### src/rtl/nas2_vid_seq_if.sv
// NASCOM 2 video sequencer bus: PROM, video outputs and CPU VRAM handshake.
// master = sequencer side, slave = board/environment side.
interface nas2_vid_seq_if;
    logic       dot_en;
    logic       prom_ce_n;
    logic [4:0] prom_a;
    logic [1:0] prom_d;
    logic       hsync_n;
    logic       vsync_n;
    logic       blank_n;
    logic [9:0] vram_addr;
    logic [3:0] ra;
    logic       load_sr;
    logic       frame_start;
    logic       cpu_req;
    logic       cpu_gnt;
    logic       cpu_wait;

    modport master (
        input  dot_en, prom_d, cpu_req,
        output prom_ce_n, prom_a, hsync_n, vsync_n, blank_n,
        output vram_addr, ra, load_sr, frame_start,
        output cpu_gnt, cpu_wait
    );

    modport slave (
        output dot_en, prom_d, cpu_req,
        input  prom_ce_n, prom_a, hsync_n, vsync_n, blank_n,
        input  vram_addr, ra, load_sr, frame_start,
        input  cpu_gnt, cpu_wait
    );
endinterface

### src/rtl/nas2_vid_seq.sv
// NASCOM 2 video timing sequencer and VRAM arbiter.
// NAS_VID_NOSNOW_EN: CPU access held off (WAIT) while the beam is visible.
module nas2_vid_seq #(
    parameter int DOT_DIV      = 8,
    parameter int V_LINES      = 312,
    parameter int ROW_LINES    = 16,
    parameter int V_ROWS       = 16,
    parameter int V_SYNC_START = 280,
    parameter int V_SYNC_LEN   = 4
) (
    input  logic           clk,
    input  logic           rst_n,
    nas2_vid_seq_if.master bus
);
    localparam int DW  = (DOT_DIV > 1) ? $clog2(DOT_DIV) : 1;
    localparam int LW  = $clog2(V_LINES);
    localparam int VIS = V_ROWS * ROW_LINES;

    typedef enum logic [1:0] {C_IDLE, C_WAIT, C_GNT} cst_e;

    logic [DW-1:0] dot_q, dot_d;
    logic [5:0]    hcnt_q, hcnt_d;
    logic [LW-1:0] line_q, line_d;
    logic [3:0]    ra_q, ra_d;
    logic [3:0]    row_q, row_d;
    logic          hs_q, hs_d, vs_q, vs_d;
    logic          bl_q, bl_d, fs_q, fs_d;
    logic          ce_n_q;
    logic          cell_end, line_end, frame_end;
    cst_e          cst_q;
    logic          gnt_q, wait_q;

    always_comb begin
        cell_end  = bus.dot_en && (dot_q == DW'(DOT_DIV - 1));
        line_end  = cell_end && (hcnt_q == 6'd63);
        frame_end = line_end && (line_q == LW'(V_LINES - 1));
        dot_d  = dot_q;
        hcnt_d = hcnt_q;
        line_d = line_q;
        ra_d   = ra_q;
        row_d  = row_q;
        hs_d   = hs_q;
        vs_d   = vs_q;
        bl_d   = bl_q;
        fs_d   = frame_end;
        if (bus.dot_en)
            dot_d = cell_end ? '0 : dot_q + 1'b1;
        // PROM data belongs to the cell just finished: one cell of latency
        if (cell_end) begin
            hcnt_d = hcnt_q + 1'b1;
            hs_d   = bus.prom_d[0];
            bl_d   = bus.prom_d[1] && (int'(line_q) < VIS);
        end
        if (line_end) begin
            line_d = frame_end ? '0 : line_q + 1'b1;
            if (frame_end) begin
                ra_d  = '0;
                row_d = '0;
            end else if (ra_q == 4'(ROW_LINES - 1)) begin
                ra_d  = '0;
                row_d = row_q + 1'b1;
            end else begin
                ra_d  = ra_q + 1'b1;
            end
            vs_d = !((int'(line_d) >= V_SYNC_START) &&
                     (int'(line_d) < V_SYNC_START + V_SYNC_LEN));
        end
    end

    always_ff @(posedge clk) begin
        if (!rst_n) begin
            dot_q  <= '0;
            hcnt_q <= '0;
            line_q <= '0;
            ra_q   <= '0;
            row_q  <= '0;
            hs_q   <= 1'b1;
            vs_q   <= 1'b1;
            bl_q   <= 1'b0;
            fs_q   <= 1'b0;
            ce_n_q <= 1'b1;
        end else begin
            dot_q  <= dot_d;
            hcnt_q <= hcnt_d;
            line_q <= line_d;
            ra_q   <= ra_d;
            row_q  <= row_d;
            hs_q   <= hs_d;
            vs_q   <= vs_d;
            bl_q   <= bl_d;
            fs_q   <= fs_d;
            ce_n_q <= 1'b0;
        end
    end

    // ce_n_q still high masks a request seen on the reset-release clk
    always_ff @(posedge clk) begin
        if (!rst_n) begin
            cst_q  <= C_IDLE;
            gnt_q  <= 1'b0;
            wait_q <= 1'b0;
        end else begin
            unique case (cst_q)
                C_IDLE: begin
                    if (bus.cpu_req && !ce_n_q) begin
`ifdef NAS_VID_NOSNOW_EN
                        if (bl_q) begin
                            cst_q  <= C_WAIT;
                            wait_q <= 1'b1;
                        end else begin
                            cst_q <= C_GNT;
                            gnt_q <= 1'b1;
                        end
`else
                        cst_q <= C_GNT;
                        gnt_q <= 1'b1;
`endif
                    end
                end
                C_WAIT: begin
                    if (!bus.cpu_req) begin
                        cst_q  <= C_IDLE;
                        wait_q <= 1'b0;
                    end else if (!bl_d) begin
                        cst_q  <= C_GNT;
                        gnt_q  <= 1'b1;
                        wait_q <= 1'b0;
                    end
                end
                C_GNT: begin
                    if (!bus.cpu_req) begin
                        cst_q <= C_IDLE;
                        gnt_q <= 1'b0;
                    end
                end
                default: begin
                    cst_q  <= C_IDLE;
                    gnt_q  <= 1'b0;
                    wait_q <= 1'b0;
                end
            endcase
        end
    end

    assign bus.prom_ce_n   = ce_n_q;
    assign bus.prom_a      = hcnt_q[5:1];
    assign bus.hsync_n     = hs_q;
    assign bus.vsync_n     = vs_q;
    assign bus.blank_n     = bl_q;
    assign bus.vram_addr   = {row_q, hcnt_q};
    assign bus.ra          = ra_q;
    assign bus.load_sr     = cell_end && bl_q;
    assign bus.frame_start = fs_q;
    assign bus.cpu_gnt     = gnt_q;
    assign bus.cpu_wait    = wait_q;
endmodule

### src/flat_wrapper.sv
// flat-port wrapper written by rule: the top's interface ports become plain ports
module nas2_vid_seq_flat 
#(
    parameter int DOT_DIV      = 8,
    parameter int V_LINES      = 312,
    parameter int ROW_LINES    = 16,
    parameter int V_ROWS       = 16,
    parameter int V_SYNC_START = 280,
    parameter int V_SYNC_LEN   = 4
)
  (clk, rst_n, bus_dot_en, bus_prom_d, bus_cpu_req, bus_prom_ce_n, bus_prom_a, bus_hsync_n, bus_vsync_n, bus_blank_n, bus_vram_addr, bus_ra, bus_load_sr, bus_frame_start, bus_cpu_gnt, bus_cpu_wait);
  nas2_vid_seq_if bus_i ();
  input  logic clk;
  input  logic rst_n;
  input wire logic [$bits(bus_i.dot_en)-1:0] bus_dot_en;
  input wire logic [$bits(bus_i.prom_d)-1:0] bus_prom_d;
  input wire logic [$bits(bus_i.cpu_req)-1:0] bus_cpu_req;
  output wire logic [$bits(bus_i.prom_ce_n)-1:0] bus_prom_ce_n;
  output wire logic [$bits(bus_i.prom_a)-1:0] bus_prom_a;
  output wire logic [$bits(bus_i.hsync_n)-1:0] bus_hsync_n;
  output wire logic [$bits(bus_i.vsync_n)-1:0] bus_vsync_n;
  output wire logic [$bits(bus_i.blank_n)-1:0] bus_blank_n;
  output wire logic [$bits(bus_i.vram_addr)-1:0] bus_vram_addr;
  output wire logic [$bits(bus_i.ra)-1:0] bus_ra;
  output wire logic [$bits(bus_i.load_sr)-1:0] bus_load_sr;
  output wire logic [$bits(bus_i.frame_start)-1:0] bus_frame_start;
  output wire logic [$bits(bus_i.cpu_gnt)-1:0] bus_cpu_gnt;
  output wire logic [$bits(bus_i.cpu_wait)-1:0] bus_cpu_wait;
  assign bus_i.dot_en = bus_dot_en;
  assign bus_i.prom_d = bus_prom_d;
  assign bus_i.cpu_req = bus_cpu_req;
  assign bus_prom_ce_n = bus_i.prom_ce_n;
  assign bus_prom_a = bus_i.prom_a;
  assign bus_hsync_n = bus_i.hsync_n;
  assign bus_vsync_n = bus_i.vsync_n;
  assign bus_blank_n = bus_i.blank_n;
  assign bus_vram_addr = bus_i.vram_addr;
  assign bus_ra = bus_i.ra;
  assign bus_load_sr = bus_i.load_sr;
  assign bus_frame_start = bus_i.frame_start;
  assign bus_cpu_gnt = bus_i.cpu_gnt;
  assign bus_cpu_wait = bus_i.cpu_wait;
  nas2_vid_seq #(.DOT_DIV(DOT_DIV), .V_LINES(V_LINES), .ROW_LINES(ROW_LINES), .V_ROWS(V_ROWS), .V_SYNC_START(V_SYNC_START), .V_SYNC_LEN(V_SYNC_LEN)) u_core (.clk(clk), .rst_n(rst_n), .bus(bus_i));
endmodule
### config.mk
export PLATFORM = sky130hd
export DESIGN_NAME = nas2_vid_seq_flat
export DESIGN_NICKNAME = d
export VERILOG_FILES = /design/src/rtl/nas2_vid_seq_if.sv /design/src/rtl/nas2_vid_seq.sv /design/src/flat_wrapper.sv
export SDC_FILE = /design/constraint.sdc
export NUM_CORES = 1
export LEC_CHECK = 0
export BUFFER_PORTS_ARGS = -buffer_cell sky130_fd_sc_hd__buf_2
export CAP_MARGIN = 20
export CORE_ASPECT_RATIO = 1.4
export CORE_MARGIN = 10
export CORE_UTILIZATION = 40
export DETAILED_ROUTE_END_ITERATION = 12
export GPL_ROUTABILITY_DRIVEN = 0
export PLACE_DENSITY = 0.68
export RECOVER_POWER = 50
export SETUP_SLACK_MARGIN = 0.02
export SLEW_MARGIN = 15
export SYNTH_ARGS = -nofsm -noshare
export SYNTH_HDL_FRONTEND = slang
export SYNTH_SLANG_ARGS = --single-unit
### constraint.sdc
create_clock -name clk -period 2.24 [get_ports clk]
set_clock_uncertainty 0.2 [all_clocks]
set_input_delay 0.112 -clock clk [delete_from_list [all_inputs] [get_ports clk]]
set_output_delay 0.112 -clock clk [all_outputs]
set_load 0.01 [all_outputs]
==> flow_summary.json, run 1 <==
{
  "status": "finished, final reports clean",
  "io_buffers": 31,
  "slew_viol_final": 0,
  "relSlewSlack_pct": 56.6,
  "track_usage_pct": 11.7,
  "worst_ep_arrival_time_ns": 2.02,
  "clk_pin_slew_worst_paths_ns": 0.06,
  "initial_core_util_pct": 41.1,
  "fin_total_pwr_uw": 1080,
  "wl_um": 3750,
  "syn_area_per_cell_um2": 8.03,
  "hold_start": "bus_prom_d[1]",
  "area_growth_pct": 19.3,
  "endpoint_kind": "flip-flop",
  "final_cells": 279,
  "num_rows": 27,
  "syn_area_um2": 1600,
  "ios": 33,
  "hold_violations": 0,
  "hpwl_um": 2730,
  "numClockSinks": 32,
  "peakVddDrop_v": 0.000391,
  "power_leakage_uw": 0.000701,
  "drt_iter0_drc": 61,
  "path_max_fanout": 5,
  "rsz0062_at_grt": "no",
  "syn_inst": 199,
  "placed_area_um2": 1800,
  "min_path_type": "input pin to flip-flop",
  "reg2reg_slack_ns": 0.19,
  "min_period_over_period_pct": 91.5,
  "seq_area_frac_synth_pct": 40.1,
  "grt_max_degree": 29,
  "synth_nets": 211,
  "n_fill_cell": 392,
  "num_antenna_cells": 0,
  "clockBufferDepth": 2,
  "critical_path_class": "flip-flop to flip-flop",
  "layout_min_cycle_time_ns": 2.05,
  "vias": 1494,
  "maxCapViolCount": 0,
  "synth_edf_count": 0,
  "grt_pass1_vias": 1436,
  "r2r_cells": 6,
  "cts_tree": "yes",
  "r2r-start": "u_core.dot_q[0]$_SDFFE_PN0P_",
  "h-tree-depth": 2,
  "drive_above_1_share_pct": 10.6,
  "cts_buffers": 5,
  "cts_root_buf": "clkbuf_8",
  "cellPowerDensity_nw_per_um2": 568,
  "worstPathRequired_ns": 2.21,
  "wl_per_cell_um": 13.4,
  "nNetsFinal": 247,
  "min_path_cells": 4,
  "synth-main-ff-cell": "dfxtp_1",
  "overflow": 0,
  "ys_async_sr_fraction_pct": 0,
  "setup_violations": 0,
  "yosysWarningCount": 0,
  "final_area_um2": 1910,
  "max_freq_mhz": 488,
  "fin_setup_tns_ns": 0,
  "startpoint_type": "flip-flop",
  "worst_r2r_endpoint": "u_core.bus.hsync_n$_SDFFE_PN1N_",
  "startpoint": "u_core.dot_q[0]$_SDFFE_PN0P_",
  "dieHeight_um": 94.8,
  "die_area_um2": 6960,
  "dr.pass1.iters": 4,
  "final_cell_mix": "32 x dfxtp_1, 29 x nand2_1, 28 x clkbuf_1",
  "drt-vias-per-instance": 5.35,
  "antenna_left": 0,
  "grt_pass1_wl_um": 6580,
  "dieWidth_um": 73.4,
  "drc_errors": 0,
  "tightest_slew_ns": 0.651,
  "core-area_um2": 3880,
  "hold_path_end": "u_core.bus.blank_n$_SDFFE_PN0N_",
  "clkLatencyLatePin_ns": 0.28,
  "layout_commonest_cell": "dfxtp_1",
  "yosysUniqueCellTypes": 40,
  "dp.cells": 266,
  "antenna_found_initial": 0,
  "synth-seq-cells": 32
}
registers in the layout, summed over array words and instances (netlist names):
signal,flops
u_core.row_q,4
u_core.hcnt_q,6
u_core.line_q,9
u_core.bus.prom_ce_n,1
u_core.bus.hsync_n,1
u_core.bus.frame_start,1
u_core.bus.vsync_n,1
u_core.dot_q,3
u_core.bus.cpu_gnt,1
u_core.bus.ra,4
u_core.bus.blank_n,1
worst max-delay path, cell delays in order, from the launching register on:
cell and delay [ns]:
dfxtp_1 0.32, ha_1 0.20, ha_2 0.20, and2_0 0.26, nand2_1 0.11, nand3_1 0.07, dlygate4sd3_1 0.59
worst max-delay path by stage:
stage / cells after the start / slack [ns] / end
detailed placement: 6 / 0.19 / u_core.bus.ra[3]$_SDFFE_PN0P_
CTS: 6 / 0.17 / u_core.bus.hsync_n$_SDFFE_PN1N_
global placement: 6 / 0.22 / u_core.bus.ra[3]$_SDFFE_PN0P_
global route: 6 / 0.05 / u_core.bus.ra[3]$_SDFFE_PN0P_
finish: 6 / 0.19 / u_core.bus.hsync_n$_SDFFE_PN1N_
floorplan: 7 / 0.14 / u_core.bus.ra[3]$_SDFFE_PN0P_
final cells by class:
| class | instances | area, um2 | area share, % |
|---|---|---|---|
| multi-input cells | 145 | 851 | 44.6 |
| flip-flops and latches | 32 | 641 | 33.6 |
| repair buffers | 47 | 255 | 13.4 |
| clock buffers | 8 | 90.1 | 4.73 |
| well taps | 43 | 53.8 | 2.82 |
| inverters | 4 | 15.0 | 0.788 |
synth_stat cells, drive strengths merged (6+ instances only):
master  number  share of area [%]
dfxtp       32                 40
nand2       29                6.8
a21oi       19                6.0
nand3       11                3.4
buf         10                4.0
or3         10                3.9
clkbuf       8                1.9
nor2         8                1.9
o22ai        8                3.1
ha           6                4.7
nor3         6                1.9
o21ai        6                1.9
layer usage:
| layer | share of wire (%) | vias to the layer above | track usage (%) |
|---|---|---|---|
| met2 | 49 | 29 | 19.5 |
| li1 | - | 770 | - |
| met4 | 1.6 | 0 | 5.14 |
| met3 | 4.9 | 5 | 4.30 |
| met5 | 0 | - | 0 |
| met1 | 44 | 690 | 12.7 |
kinds of logic after synthesis:
logic type,share of synthesized area [%]
simple gates,29.6
compound gates,14.6
fa+ha+maj,4.70
xor+xnor,3.29
mux,0.626
other cells,0.235
buf+inv,6.81
flops,40.1
timing repair:
action / in CTS / in global routing
resized for setup: 0 / 1
buffers inserted: 0 / 0
hold endpoints to repair: 3 / 0
setup endpoints to repair: 0 / 1
hold buffers: 5 / 0
metrics by stage:
stage | hold WS [ns] | setup WS, ns | utilization (%)
6_report | 0.0456 | 0.191 | 49.0
5_1_grt | 0.0790 | 0.0476 | 49.0
4_1_cts | 0.0162 | 0.168 | 49.8
3_5_place_dp | 0.131 | 0.189 | 46.2
3_3_place_gp | 0.126 | 0.222 | 46.2
2_1_floorplan | 0.0281 | 0.139 | -
report_power, final:
| part | leakage [uW] | internal, uW | switching [uW] |
|---|---|---|---|
| clock network | 0.0000455 | 250 | 211 |
| logic | 0.000397 | 17.3 | 24.2 |
| registers | 0.000259 | 575 | 4.97 |
No activity file was read; power rests on OpenSTA's default activity.
==> inputs of run 2 (changes only) <==
- SLEW_MARGIN: 15 -> 20
- clock period: 2.24 -> 1.8 ns (I/O delays scaled with it)
==> run 2 against run 1 <==
- global-route usage is 0.51 points higher
- non-clock buffer count is 15 higher
- combinational power is 47% higher
- first-iteration DRC count grew to 2.5 times the previous value
- highest routed layer unchanged
- core utilization is 6.0 points higher
==> flow_summary.json, run 2 (synthesized netlist as in run 1, its figures left out) <==
{
  "status": "finished, final reports clean",
  "layout_min_cycle_time_ns": 1.76,
  "grt_pass1_vias": 1555,
  "switching_share_pct": 21.6,
  "postCtsSetupRepairBufs": 0,
  "peakVddDrop_v": 0.000551,
  "switchingPower_uw": 317,
  "startpoint": "u_core.dot_q[0]$_SDFFE_PN0P_",
  "clk_pin_slew_worst_paths_ns": 0.08,
  "relSlewSlack_pct": 57.7,
  "overflow": 0,
  "cts_buffers": 5,
  "cts_tree": "yes",
  "h-tree-depth": 2,
  "wl_um": 4250,
  "cellPowerDensity_nw_per_um2": 687,
  "area_growth_pct": 33.9,
  "numClockSinks": 32,
  "r2r-start": "u_core.dot_q[0]$_SDFFE_PN0P_",
  "min_path_type": "input pin to flip-flop",
  "tightest_slew_ns": 0.635,
  "maxCapViolCount": 0,
  "drt_iter0_drc": 153,
  "wl_per_cell_um": 14.5,
  "final_cells": 294,
  "track_usage_pct": 12.2,
  "layout_commonest_cell": "nand2_1",
  "final_area_um2": 2140,
  "rsz0062_at_grt": "yes",
  "placed_area_um2": 1970,
  "hpwl_um": 3080,
  "initial_core_util_pct": 41.1,
  "endpoint": "u_core.bus.ra[3]$_SDFFE_PN0P_",
  "final_cell_mix": "28 x nand2_1, 26 x dfxtp_1, 23 x buf_4",
  "combPwrFrac_pct": 4.1,
  "grt_max_degree": 29,
  "io_buffers": 31,
  "grt_pass1_wl_um": 6910,
  "num_antenna_cells": 0,
  "nNetsFinal": 262,
  "core-area_um2": 3880,
  "p_clk_share_pct": 46.9,
  "dieHeight_um": 94.8,
  "antenna_left": 0,
  "p_int_uw": 1150,
  "clkLatencyLatePin_ns": 0.29,
  "endpoint_kind": "flip-flop",
  "setup_violations": 0,
  "finish.utilization_pct": 55.1,
  "drc_errors": 0,
  "dp.cells": 281,
  "worstPathRequired_ns": 1.82,
  "die_area_um2": 6960,
  "largest_reg_flops": 9,
  "reg.largest.list": "u_core.line_q x9, u_core.hcnt_q x6",
  "fin_setup_tns_ns": 0,
  "num_rows": 27,
  "cts_root_buf": "clkbuf_8",
  "startpoint_type": "flip-flop",
  "antenna_found_initial": 0,
  "max_freq_mhz": 570,
  "path_max_fanout": 5,
  "min_period_over_period_pct": 97.5,
  "slew_viol_final": 0,
  "p_seq_share_pct": 49.0,
  "worst_ep_arrival_time_ns": 1.78,
  "fin_total_pwr_uw": 1470,
  "power_leakage_uw": 0.000834,
  "dieWidth_um": 73.4,
  "drive_above_1_share_pct": 26.3,
  "worst_r2r_endpoint": "u_core.bus.ra[3]$_SDFFE_PN0P_",
  "drt-vias-per-instance": 5.55,
  "hold_violations": 0,
  "reg2reg_slack_ns": 0.04,
  "clockBufferDepth": 2,
  "largest-register": "u_core.line_q",
  "dr.pass1.iters": 4,
  "critical_path_class": "flip-flop to flip-flop",
  "ios": 33,
  "vias": 1632,
  "hold_start": "bus_prom_d[1]",
  "r2r_cells": 6
}
## run 2: what timing repair did
action,in CTS,in global routing
pin swaps,0,5
gates cloned,0,1
endpoints found under the hold margin,3,0
endpoints found under the setup margin,2,15
hold buffers,4,0
resized for setup,2,10
## run 2: through the flow
stage                     hold WS, ns  setup slack (ns)
after CTS                      0.0129            0.0258
after global routing           0.0215           -0.0429
after global placement          0.100            0.0386
after detailed placement        0.104           0.00878
after floorplan               0.00609           -0.0294
final                          0.0190            0.0445
## run 2: worst max-delay path, cell delays in order (launching register included)
cell and delay [ns]:
dfxtp_2 0.36, ha_4 0.14, ha_4 0.14, nand4_4 0.07, or2_4 0.26, or4_4 0.41
a31oi_1 0.12
## run 2: power by group through the flow
stage | Sequential (uW) | Combinational (uW) | Clock (uW)
finish | 720 | 61.0 | 689
floorplan | 741 | 28.1 | 0
CTS | 721 | 63.5 | 702
global route | 721 | 68.2 | 724
detailed placement | 738 | 56.9 | 0
global placement | 737 | 55.3 | 0
## run 2: area by class of cell
class                   instances  area [um2]
repair buffers                 62         370
flip-flops and latches         32         651
well taps                      43        53.8
multi-input cells             145         942
inverters                       4        15.0
clock inverters                 2        35.0
clock buffers                   6        72.6
fillers                       380        1750
## run 2: worst min path at each step
stage / endpoint / slack, ns / cells after the start
floorplan: u_core.bus.cpu_gnt$_SDFFE_PN0P_ / 0.006 / 2
global placement: u_core.bus.hsync_n$_SDFFE_PN1N_ / 0.10 / 3
detailed placement: u_core.bus.hsync_n$_SDFFE_PN1N_ / 0.10 / 3
CTS: u_core.bus.blank_n$_SDFFE_PN0N_ / 0.01 / 4
global route: u_core.bus.blank_n$_SDFFE_PN0N_ / 0.02 / 4
finish: u_core.bus.blank_n$_SDFFE_PN0N_ / 0.02 / 4
## run 2: metal layers
layer  GRT usage [%]  part of all wire (%)  vias to the layer above
li1                -                     -                      804
met1            13.6                    42                      764
met5               0                     0                        -
met3            3.88                   5.6                        6
met4            4.52                   1.4                        0
met2            20.9                    51                       58
==> inputs of run 3 (changes only) <==
- PLACE_DENSITY: 0.68 -> 0.65
- clock period: 1.8 -> 2.1 ns (I/O delays scaled with it)
==> run 3 against run 2 <==
- sequential cell count unchanged
- clock-buffer cell count up 1
- sequential share of layout area up 2.4 points
- critical path depth up 1
- first-iteration DRC count down 50%
- core utilization down 4.7 points
- wire length down 8.1%
- non-clock buffer count down 10
- cell count down 3.7%
- clock power down 25%
- register-to-register slack better by 0.08 ns
- combinational power down 27%
- critical endpoint is now u_core.line_q[0]$_SDFFE_PN0P_
- largest power group unchanged
==> flow_summary.json, run 3 (synthesized netlist as in run 1, its figures left out) <==
{
  "grt_pass1_vias": 1488,
  "wl_um": 3910,
  "num_rows": 27,
  "dieWidth_um": 73.4,
  "cts_buffers": 5,
  "initial_core_util_pct": 41.1,
  "reg.largest.list": "u_core.line_q x9, u_core.hcnt_q x6",
  "die_area_um2": 6960,
  "io_buffers": 31,
  "min_path_type": "input pin to flip-flop",
  "dp.cells": 272,
  "dr.pass1.iters": 4,
  "critical_path_class": "flip-flop to flip-flop",
  "cp_top_family": "simple AND/OR/NAND/NOR gates",
  "setup_violations": 0,
  "core-area_um2": 3880,
  "power_leakage_uw": 0.000733,
  "max_freq_mhz": 507,
  "vias": 1534,
  "n_fill_cell": 397,
  "layout_commonest_cell": "dfxtp_1",
  "nNetsFinal": 252,
  "final_cells": 283,
  "hpwl_um": 2940,
  "whs_ns": 0.00753,
  "largest_reg_flops": 9,
  "slew_viol_final": 0,
  "drt_iter0_drc": 77,
  "status": "finished, final reports clean",
  "h-tree-depth": 2,
  "worstPathRequired_ns": 2.12,
  "track_usage_pct": 11.6,
  "postCtsSetupRepairBufs": 0,
  "min_period_over_period_pct": 93.8,
  "wl_per_cell_um": 13.8,
  "dieHeight_um": 94.8,
  "cts_tree": "yes",
  "numClockSinks": 32,
  "antenna_left": 0,
  "regArea_um2": 642,
  "final_cell_mix": "31 x dfxtp_1, 29 x nand2_1, 25 x clkbuf_1",
  "peakVddDrop_v": 0.000540,
  "drc_errors": 0,
  "max_stage_delay_ns": 0.34,
  "antenna_found_initial": 0,
  "num_antenna_cells": 0,
  "worst_ep_arrival_time_ns": 1.99,
  "endpoint_kind": "flip-flop",
  "reg2reg_slack_ns": 0.13,
  "cellPowerDensity_nw_per_um2": 605,
  "cts_root_buf": "clkbuf_8",
  "drt-vias-per-instance": 5.42,
  "overflow": 0,
  "clockBufferDepth": 2,
  "critPathSlowestCell": "dfxtp_2",
  "ios": 33,
  "layout_min_cycle_time_ns": 1.97,
  "path_buf_inv": 1,
  "grt_max_degree": 16,
  "clkLatencyLatePin_ns": 0.29,
  "maxCapViolCount": 0,
  "drive_above_1_share_pct": 14.6,
  "fin_setup_tns_ns": 0,
  "multi_input_area_um2": 862,
  "hold_violations": 0,
  "grt_pass1_wl_um": 6620,
  "crit_chain": "ha_1 > ha_2 > nand4_4 > or2_4 > buf_4 > or3_1 > a21oi_1",
  "rsz0062_at_grt": "yes",
  "startpoint_type": "flip-flop",
  "area_growth_pct": 22.6,
  "clk_pin_slew_worst_paths_ns": 0.06,
  "path_max_fanout": 11,
  "largest-register": "u_core.line_q"
}
## run 3: cell type report
| type | count | area share (%) |
|---|---|---|
| clock buffers | 7 | 4.92 |
| inverters | 4 | 0.767 |
| multi-input cells | 145 | 44.0 |
| flip-flops and latches | 32 | 32.8 |
| well taps | 43 | 2.75 |
| repair buffers | 52 | 14.8 |
## run 3: final timing paths
kind / end / start / depth (start not counted)
worst max-delay path: u_core.line_q[0]$_SDFFE_PN0P_ / u_core.dot_q[0]$_SDFFE_PN0P_ / 7
worst min register to register: u_core.bus.cpu_gnt$_SDFFE_PN0P_ / u_core.bus.prom_ce_n$_DFF_P_ / 1
worst max register to register: u_core.line_q[0]$_SDFFE_PN0P_ / u_core.dot_q[0]$_SDFFE_PN0P_ / 7
worst min-delay path: u_core.dot_q[0]$_SDFFE_PN0P_ / bus_dot_en / 3
## run 3: metal layers
metal  GRT usage, %  part of all wire [%]  up-vias
li1               -                     -      780
met1           13.1                    44      709
met2           20.3                    50       38
met3           3.67                   4.5        7
met4           3.43                   1.2        0
met5              0                     0        -
## run 3: repair_timing
item,4_1_cts,5_1_grt
resized for setup,0,3
setup endpoints to repair,0,4
endpoints found under the hold margin,2,0
hold buffers,4,0
## run 3: stage by stage
step	total power (uW)	setup WS [ns]	util [%]	instance area, um2
finish	1180	0.129	50.4	1960
CTS	1200	0.0469	51.2	1990
detailed placement	673	0.0538	47.7	1850
global route	1230	0.00764	50.4	1960
floorplan	656	0.0232	-	1610
global placement	673	0.107	47.7	1850
## run 3: where the power goes
| group | total, uW | internal (uW) | switching, uW |
|---|---|---|---|
| registers | 619 | 614 | 5.50 |
| clock network | 520 | 292 | 229 |
| logic | 44.6 | 18.2 | 26.4 |
## run 3: worst register-to-register path: cells and delay by family (launching register included)
family / cells / cell delay [ns]
AOI/OAI and AO/OA: 1 / 0.13
adders and majority gates: 2 / 0.35
buffers and inverters: 1 / 0.17
DFF: 1 / 0.34
and+or+nand+nor: 3 / 0.72
